[src/rtl/pipe_pkg.sv]
// Shared opcode constants, controller state encoding and instruction field layout.
package pipe_pkg;

   localparam logic [4:0] OP_R    = 5'b00000;
   localparam logic [4:0] OP_J    = 5'b00001;
   localparam logic [4:0] OP_BNE  = 5'b00010;
   localparam logic [4:0] OP_JAL  = 5'b00011;
   localparam logic [4:0] OP_JR   = 5'b00100;
   localparam logic [4:0] OP_BLT  = 5'b00110;
   localparam logic [4:0] OP_SW   = 5'b00111;
   localparam logic [4:0] OP_LW   = 5'b01000;
   localparam logic [4:0] OP_SETX = 5'b10101;
   localparam logic [4:0] OP_BEX  = 5'b10110;

   localparam logic [31:0] NOP_INST = 32'h0;

   typedef enum logic {RUN = 1'b0, MD_WAIT = 1'b1} state_t;

   // Upper 20 bits of an instruction, in bit order opcode/rd/rs/rt
   typedef struct packed {
      logic [4:0] opcode;
      logic [4:0] rd;
      logic [4:0] rs;
      logic [4:0] rt;
   } fields_t;

endpackage

[src/rtl/hazard_detect.sv]
// Combinational decode of the F/D instruction and load-use compare against D/X.
module hazard_detect
   import pipe_pkg::*;
(
   input  logic [31:0] fd_inst,
   input  logic [4:0]  dx_rd,
   input  logic        dx_is_load,
   output logic        load_use
);

   fields_t    f;
   logic       use_rs, use_rt, use_rd;
   logic [11:0] unused_bits;

   assign f           = fields_t'(fd_inst[31:12]);
   assign unused_bits = fd_inst[11:0];

   // Which fields the F/D instruction reads, then compare with the pending load target
   always_comb begin
      use_rs   = !(f.opcode inside {OP_J, OP_JAL, OP_SETX, OP_BEX});
      use_rt   = (f.opcode == OP_R);
      // stores and register-compare branches read rd as a source
      use_rd   = f.opcode inside {OP_SW, OP_BNE, OP_BLT, OP_JR};
      load_use = dx_is_load && (dx_rd != 5'd0) &&
                 ((use_rs && (f.rs == dx_rd)) ||
                  (use_rt && (f.rt == dx_rd)) ||
                  (use_rd && (f.rd == dx_rd)));
   end

endmodule

[src/rtl/pipe_hazard_ctrl.sv]
// Pipeline sequencing controller: load-use bubbles, taken-branch flushes,
// multdiv stall with timeout, and a saturating stall-cycle counter.
module pipe_hazard_ctrl
   import pipe_pkg::*;
#(
   parameter int MD_TIMEOUT = 64,
   parameter int CNT_W      = 16
) (
   input  logic             clock,
   input  logic             reset,
   input  logic [31:0]      fd_inst,
   input  logic [4:0]       dx_rd,
   input  logic             dx_is_load,
   input  logic             x_branch_taken,
   input  logic             md_start,
   input  logic             md_ready,
   output logic             pc_en,
   output logic             fd_en,
   output logic             fd_nop,
   output logic             dx_en,
   output logic             dx_nop,
   output logic             xm_nop,
   output logic             md_busy,
   output logic             md_timeout,
   output logic [CNT_W-1:0] stall_cnt
);

   // +1 keeps the width non-zero for tiny timeouts
   localparam int WC_W = $clog2(MD_TIMEOUT + 1);

   state_t          state;
   logic [WC_W-1:0] wait_cnt;
   logic            load_use;
   logic            md_release;
   logic            md_expired;

   hazard_detect u_hazard (
      .fd_inst    (fd_inst),
      .dx_rd      (dx_rd),
      .dx_is_load (dx_is_load),
      .load_use   (load_use)
   );

   assign md_expired = (wait_cnt == WC_W'(MD_TIMEOUT - 1));

   // Enables and nops from current state and inputs; forced to defaults while in reset
   always_comb begin
      pc_en      = 1'b1;
      fd_en      = 1'b1;
      dx_en      = 1'b1;
      fd_nop     = 1'b0;
      dx_nop     = 1'b0;
      xm_nop     = 1'b0;
      md_busy    = 1'b0;
      md_release = 1'b0;
      if (reset) begin
         case (state)
            RUN: begin
               // md_start takes the cycle with defaults; a pending load-use is seen again after release
               if (md_start) begin
                  pc_en = 1'b1;
               end else if (x_branch_taken) begin
                  fd_nop = 1'b1;
                  dx_nop = 1'b1;
               end else if (load_use) begin
                  pc_en  = 1'b0;
                  fd_en  = 1'b0;
                  dx_nop = 1'b1;
               end
            end
            MD_WAIT: begin
               // release cycle (result or timeout) already runs with default controls
               md_release = md_ready || md_expired;
               if (!md_release) begin
                  pc_en   = 1'b0;
                  fd_en   = 1'b0;
                  dx_en   = 1'b0;
                  xm_nop  = 1'b1;
                  md_busy = 1'b1;
               end
            end
            default: ;
         endcase
      end
   end

   // State, multdiv wait counter, sticky timeout flag and saturating stall counter
   always_ff @(posedge clock or negedge reset) begin
      if (!reset) begin
         state      <= RUN;
         wait_cnt   <= '0;
         md_timeout <= 1'b0;
         stall_cnt  <= '0;
      end else begin
         if (!pc_en && !(&stall_cnt))
            stall_cnt <= stall_cnt + 1'b1;
         case (state)
            RUN: begin
               wait_cnt <= '0;
               if (md_start)
                  state <= MD_WAIT;
            end
            MD_WAIT: begin
               if (md_release) begin
                  state    <= RUN;
                  wait_cnt <= '0;
                  if (!md_ready)
                     md_timeout <= 1'b1;
               end else begin
                  wait_cnt <= wait_cnt + 1'b1;
               end
            end
            default: state <= RUN;
         endcase
      end
   end

endmodule
[config.mk]
export PLATFORM = sky130hd
export DESIGN_NAME = pipe_hazard_ctrl
export DESIGN_NICKNAME = d
export VERILOG_FILES = /design/src/rtl/pipe_pkg.sv /design/src/rtl/hazard_detect.sv /design/src/rtl/pipe_hazard_ctrl.sv
export SDC_FILE = /design/constraint.sdc
export NUM_CORES = 1
export LEC_CHECK = 0
export ABC_AREA = 1
export BUFFER_PORTS_ARGS = -buffer_cell sky130_fd_sc_hd__buf_2
export CORE_UTILIZATION = 35
export DETAILED_ROUTE_END_ITERATION = 10
export REMOVE_ABC_BUFFERS = 1
export SLEW_MARGIN = 10
export SYNTH_ARGS = -nofsm -noshare
export SYNTH_HDL_FRONTEND = slang
export SYNTH_SLANG_ARGS = --single-unit
[constraint.sdc]
create_clock -name clock -period 1.9 [get_ports clock]
set_clock_uncertainty 0.15 [all_clocks]
set_input_delay 0.095 -clock clock [delete_from_list [all_inputs] [get_ports clock]]
set_output_delay 0.095 -clock clock [all_outputs]
set_load 0.005 [all_outputs]
==> impl_metrics.yaml, run 1 <==
power:
  p_leak_nw: 1.37
  intPower_mw: 0.943
  switching_share_pct: 32.1
  pwr-share-clk_pct: 23.1
  power.switching_mw: 0.446
  comb_power_share_pct: 29.9
  power_density_mw_per_mm2: 569
  peakVddDrop_uv: 482
  power_mw: 1.39
  power_frac_seq_pct: 47.0
sta:
  fin_crit_sh_pct: 94.4
  setup_ws_ns: 0.106
  worstMarginPinSlew_ns: 0.343
  min_period_ns: 1.79
  drv_slew: 0
  hold_violations: 0
  fmax_ghz: 0.557
  whs_ns: 0.0508
  slew_headroom_pct: 77.0
  setup_viol_count_final: 0
grt:
  grt_pass1_wl_um: 7330
  grt_overflow: 0
  grt_pass1_vias: 1757
  grtUsageTotal_pct: 16.8
  antenna_found_initial: 0
  grt_max_degree: 22
place:
  port_buffers: 54
  post_dp_cell_area_mm2: 0.00224
  place_congestion: 0.859
  dpl.hpwl_um: 3370
  preCtsSetupSlack_ns: 0.0250
floorplan:
  die_w_um: 74.6
  dieHeight_um: 74.6
  dieArea_mm2: 0.00557
  core-area_mm2: 0.00511
  start_util_pct: 36.1
  design.portCount: 67
  rows: 26
clock_network:
  root_buffer: "clkbuf_8"
  insertion_delay_ns: 0.27
  cts_tree: "built"
  clk_pin_slew_ns: 0.08
  cts_buffers: 3
  htree_num_levels: 1
  cts.path.max_buffers: 2
  cts_sinks: 25
synthesis:
  synthSimpleGateAreaFrac_pct: 44.6
  ys.flop_type: "dfrtp_1"
  synth.top_cells.by_count: "nand2_1 (92), inv_1 (41), nand3_1 (28), nor2_1 (27), dfrtp_1 (25)"
  ys_types: 32
  yosysMostFrequentCell: "nand2_1"
  synth_compound_gate_area_share_pct: 1.56
  synth_area_mm2: 0.00185
  synth_seq_area_share_pct: 33.9
  synth_top_cells_by_area: "dfrtp_1 (34%), nand2_1 (19%), inv_1 (8.3%)"
  synth_area_leader_cell: "dfrtp_1"
  synth_fa_ha_area_share_pct: 1.36
  synth_cells: 273
  syn-mean-instance-area_um2: 6.76
  synth_top_family_by_area: "simple AND/OR/NAND/NOR gates"
  synthArstFlopShare_pct: 100
  synth_xor_area_share_pct: 7.12
  synth-seq-cells: 25
  muxShareOfSynthArea_pct: 0
  synth_edf_count: 0
  synth_top_area_share_pct: 33.9
  yosys_warnings: 0
worst_setup_path:
  end_kind: "output pin"
  cp.required_ns: 1.65
  max_stage_delay_ns: 0.39
  startpoint_type: "flip-flop"
  path_max_fanout: 3
  cp_common_cell: "nor2_4"
  cp_data_arrival_time_ns: 1.55
  crit_family: "simple AND/OR/NAND/NOR gates"
  crit_type: "reg2out"
  cp_slowest_cell: "dfrtp_1"
  path_cells: "ha_2 -> nand3_2 -> nor2_4 -> nand2_2 -> nor2_4 -> nor2_4 -> nand3_4 -> nand2_4 -> inv_2 -> buf_2"
  cp_num_buf_inv: 2
cells_and_area:
  num-nets-final: 395
  final_core_util_pct: 47.8
  finalInstanceArea_mm2: 0.00244
  syn_to_final_growth_pct: 32.3
  drive_gt1_share_pct: 28.7
  fillers: 548
  antennaDiodeCount: 0
detailed_routing:
  vias_per_cell: 4.53
  drtAntennaViolNets: 0
  drc: 0
  drtIter0Drc: 62
  post_drt_wl_per_cell_um: 10.3
  routed-via-count: 1898
  routed_wl_um: 4320
  first_pass_iters: 4
job:
  cap_violations: 0
worst_hold_path:
  hold_class: "in2async"
outcome:
  status: "completed"
## logic make-up (layout without fill, tap and decap cells)
| logic type | Yosys count | count (layout) |
|---|---|---|
| simple gates | 176 | 176 |
| buf+inv | 50 | 126 |
| flops | 25 | 25 |
| xor+xnor | 15 | 15 |
| compound gates | 5 | 5 |
| fa+ha+maj | 2 | 2 |
## worst register-to-register path: cells and delay by family (launching register included)
family                     cells  cell delay [ns]
AOI/OAI and AO/OA              1             0.06
adders and majority gates      1             0.20
buffers and inverters          5             0.60
DFF                            1             0.36
and+or+nand+nor                4             0.32
## final cells by class
class,instances,area [um2],area share (%)
Timing Repair Buffer,77,467,19.1
Tap cell,70,87.6,3.59
Clock buffer,4,45.0,1.84
Multi-Input combinational cell,198,1050,42.9
Sequential cell,25,626,25.6
Inverter,45,169,6.92
## cells in the final DEF (no fill, tap or decap), drive strengths merged
cell         instances
nand2               95
buf                 74
inv                 44
nand3               31
nor2                30
dfrtp               25
xnor2               10
nand4                7
nor3                 7
xor2                 5
clkbuf               4
dlygate4sd3          3
nor3b                2
a21oi                2
ha                   2
clkinv               1
o21ai                1
a31oi                1
nor4                 1
and3                 1
nand3b               1
o21bai               1
or2                  1
## power groups by stage
stage	Clock, mW	Sequential (mW)	Combinational, mW
finish	0.321	0.654	0.415
global route	0.359	0.666	0.482
CTS	0.331	0.653	0.395
detailed placement	0	0.662	0.376
global placement	0	0.659	0.370
floorplan	0	0.664	0.206
## metal layers
layer  track usage [%]  up-vias  share of wire, %
met2              30.2       36                49
met1              20.6      856                47
li1                  -      999                 -
met3              3.75        7               3.6
met4              3.77        0               1.1
met5                 0        -                 0
## path summary, 6_finish.rpt
path	from	end	slack, ns	cells after the start
max in group asynchronous	reset	stall_cnt[12]	1.02	3
max reg2reg	wait_cnt[1]	wait_cnt[6]	0.11	11
min	reset	md_timeout	0.05	2
min in group clock	md_timeout	md_timeout	0.32	1
min reg2reg	md_timeout	md_timeout	0.32	1
max	wait_cnt[1]	fd_en	0.11	10
## sequential cells by signal (all words and copies together) (netlist names)
| name | flops |
|---|---|
| stall_cnt | 16 |
| wait_cnt | 7 |
| md_timeout | 1 |
| state | 1 |
## per-stage QoR
stage,std cells,setup TNS (ns)
after detailed placement,401,0
after floorplan,268,0
final,419,0
after global placement,401,0
after global routing,419,-0.0162
after CTS,416,0
## what timing repair did
item | in CTS | in global routing
hold buffers | 3 | 0
pin swaps | 4 | 1
buffers inserted | 8 | 3
gates resized for setup | 2 | 10
endpoints found under the hold margin | 27 | 0
endpoints found under the setup margin | 3 | 22
Power figures use the tool's default switching activity.
==> run 2: changes to the inputs <==
--- a/config.mk
+++ b/config.mk
@@ -13,4 +13,5 @@
 export SLEW_MARGIN = 10
 export SYNTH_ARGS = -nofsm -noshare
 export SYNTH_HDL_FRONTEND = slang
+export SYNTH_HIERARCHICAL = 1
 export SYNTH_SLANG_ARGS = --single-unit
==> run 2 against run 1 <==
Compared with the run above:
- cell area down 5.2%
- first-iteration DRC count down 34%
- sequential share of layout area up 1.4 points
- critical path depth down 1
- total power down 0.84%
- sequential cell count unchanged
- combinational power down 4%
- final cell count down 1.7%
- maximum frequency up 3.5%
- routed wire length down 5.9%
- critical path type is now reg2reg
- register-to-register slack better by 0.06 ns
- clock power down 2%
==> impl_metrics.yaml, run 2 <==
power:
  peakVddDrop_uv: 260
  power_density_mw_per_mm2: 595
  power_mw: 1.38
  p_leak_nw: 1.27
synthesis:
  yosys_warnings: 6
  yosysMostFrequentCell: "nand2_1"
  synth_top_cells_by_area: "dfrtp_1 (33%), nand2_1 (21%), nor2_1 (7.8%)"
  ys_types: 26
  synth_area_leader_cell: "dfrtp_1"
  syn-mean-instance-area_um2: 6.67
  synthArstFlopShare_pct: 100
  synth_edf_count: 0
  synth.top_cells.by_count: "nand2_1 (104), nor2_1 (39), inv_1 (27), dfrtp_1 (25), xnor2_1 (16)"
  synth_seq_area_share_pct: 33.4
  synth_cells: 281
  ys.flop_type: "dfrtp_1"
  synth_top_area_share_pct: 33.4
  synth-seq-cells: 25
  synth_area_mm2: 0.00187
floorplan:
  rows: 26
  design.portCount: 67
  start_util_pct: 36.4
  dieHeight_um: 75.2
  core-area_mm2: 0.00514
  die_w_um: 75.2
  dieArea_mm2: 0.00565
place:
  port_buffers: 54
  post_dp_cell_area_mm2: 0.00224
  dpl.hpwl_um: 3270
  place_congestion: 0.778
worst_setup_path:
  cp_num_buf_inv: 2
  rr_worst_depth: 9
  cp_data_arrival_time_ns: 1.74
  cp_slowest_cell: "dfrtp_1"
  startpoint_type: "flip-flop"
  max_stage_delay_ns: 0.42
  crit_family: "simple AND/OR/NAND/NOR gates"
  path_cells: "ha_1 -> nand3_2 -> inv_2 -> nand2_4 -> nor3_4 -> nor2_4 -> buf_12 -> nand2_1 -> nand2_1"
  crit_type: "reg2reg"
  end_kind: "flip-flop"
  cp_common_cell: "nand2_1"
  path_max_fanout: 16
  cp.depth: 9
  cp.required_ns: 1.90
cells_and_area:
  top_regs: "stall_cnt x16, wait_cnt x7"
  antennaDiodeCount: 0
  syn_to_final_growth_pct: 23.6
  layout_commonest_cell: "nand2_1"
  num-nets-final: 388
  largest_reg_flops: 16
  finalInstanceArea_mm2: 0.00232
  top_register: "stall_cnt"
  final_cell_mix: "nand2_1 (104), buf_2 (54), nor2_1 (39)"
  drive_gt1_share_pct: 26.9
clock_network:
  cts.path.max_buffers: 2
  root_buffer: "clkbuf_8"
  clk_pin_slew_ns: 0.09
  cts_tree: "built"
  cts_buffers: 3
  insertion_delay_ns: 0.27
  htree_num_levels: 1
  cts_sinks: 25
sta:
  fmax_ghz: 0.577
  setup_viol_count_final: 0
  min_period_ns: 1.73
  hold_violations: 0
  slew_headroom_pct: 79.2
  timing.setup.tns_ns: 0
  fin_crit_sh_pct: 91.3
  whs_ns: 0.0170
  worstMarginPinSlew_ns: 0.312
  rsz0062_at_grt: "no"
  drv_slew: 0
grt:
  grtUsageTotal_pct: 15.8
  grt_overflow: 0
  grt_pass1_wl_um: 7050
  grt_max_degree: 25
  grt_pass1_vias: 1643
  antenna_found_initial: 0
detailed_routing:
  routed_wl_um: 4060
  vias_per_cell: 4.39
  first_pass_iters: 4
  post_drt_wl_per_cell_um: 9.86
  routed-via-count: 1810
  drc: 0
  drtIter0Drc: 41
  drtAntennaViolNets: 0
outcome:
  status: "completed"
worst_hold_path:
  hold_class: "in2reg"
  whs_path_depth: 3
job:
  cap_violations: 0
## run 2: cell count changes after synthesis, moves of 6 or more
cell	delta
nor2_1	+12
nand2_1	+12
nand2_2	+10
xnor2_1	+6
inv_1	-14
nand3_1	-15
## run 2: layer usage
layer | wire, um | GRT usage, %
met1 | 1900 | 20.7
met3 | 127 | 1.47
met4 | 26 | 4.32
met5 | 0 | 0
met2 | 2000 | 27.8
## run 2: area by class of cell
type	count	area (um2)
multi-input combinational	216	1080
tap	70	87.6
sequential	25	626
timing repair buffer	61	340
fill	567	2820
inverter	36	135
clock buffer	4	45.0
## run 2: worst paths after layout
| path | startpoint | endpoint | slack (ns) |
|---|---|---|---|
| min in group asynchronous | reset | md_timeout | 0.04 |
| hold / removal | md_ready | md_timeout | 0.02 |
| hold reg to reg | md_timeout | md_timeout | 0.32 |
| setup / recovery | stall_cnt[1] | stall_cnt[3] | 0.17 |
| setup reg to reg | stall_cnt[1] | stall_cnt[3] | 0.17 |
| max in group asynchronous | reset | stall_cnt[3] | 1.05 |
## run 2: cells by family after synthesis
logic type	count (synthesis)	share of synthesized area [%]
simple gates	183	43.3
buf+inv	40	9.22
flops	25	33.4
xor+xnor	21	9.82
compound gates	10	2.94
fa+ha+maj	2	1.34
## run 2: worst register-to-register path, cell delays in order (launching register included)
cell	delay, ns
dfrtp_1	0.42
ha_1	0.26
nand3_2	0.14
inv_2	0.11
nand2_4	0.07
nor3_4	0.15
nor2_4	0.06
buf_12	0.15
nand2_1	0.06
nand2_1	0.05
## run 2: power by group
part	internal (mW)	leakage (nW)	total, mW	switching (mW)
clock	0.150	0.0228	0.314	0.164
combinational	0.187	0.912	0.398	0.211
sequential	0.589	0.333	0.666	0.0778
total	0.925	1.27	1.38	0.453
## run 2: what timing repair did
action | 4_1_cts | 5_1_grt
gates resized for setup | 0 | 2
setup endpoints to repair | 0 | 2
hold endpoints to repair | 26 | 0
hold buffers | 2 | 0
setup buffers | 0 | 1
## run 2: metrics by stage
step | setup WS, ns | instances | utilization (%)
global placement | 0.140 | 405 | 43.5
global route | 0.0314 | 412 | 45.1
CTS | 0.0852 | 411 | 44.8
finish | 0.166 | 412 | 45.1
detailed placement | 0.112 | 405 | 43.5
floorplan | 0.271 | 277 | -
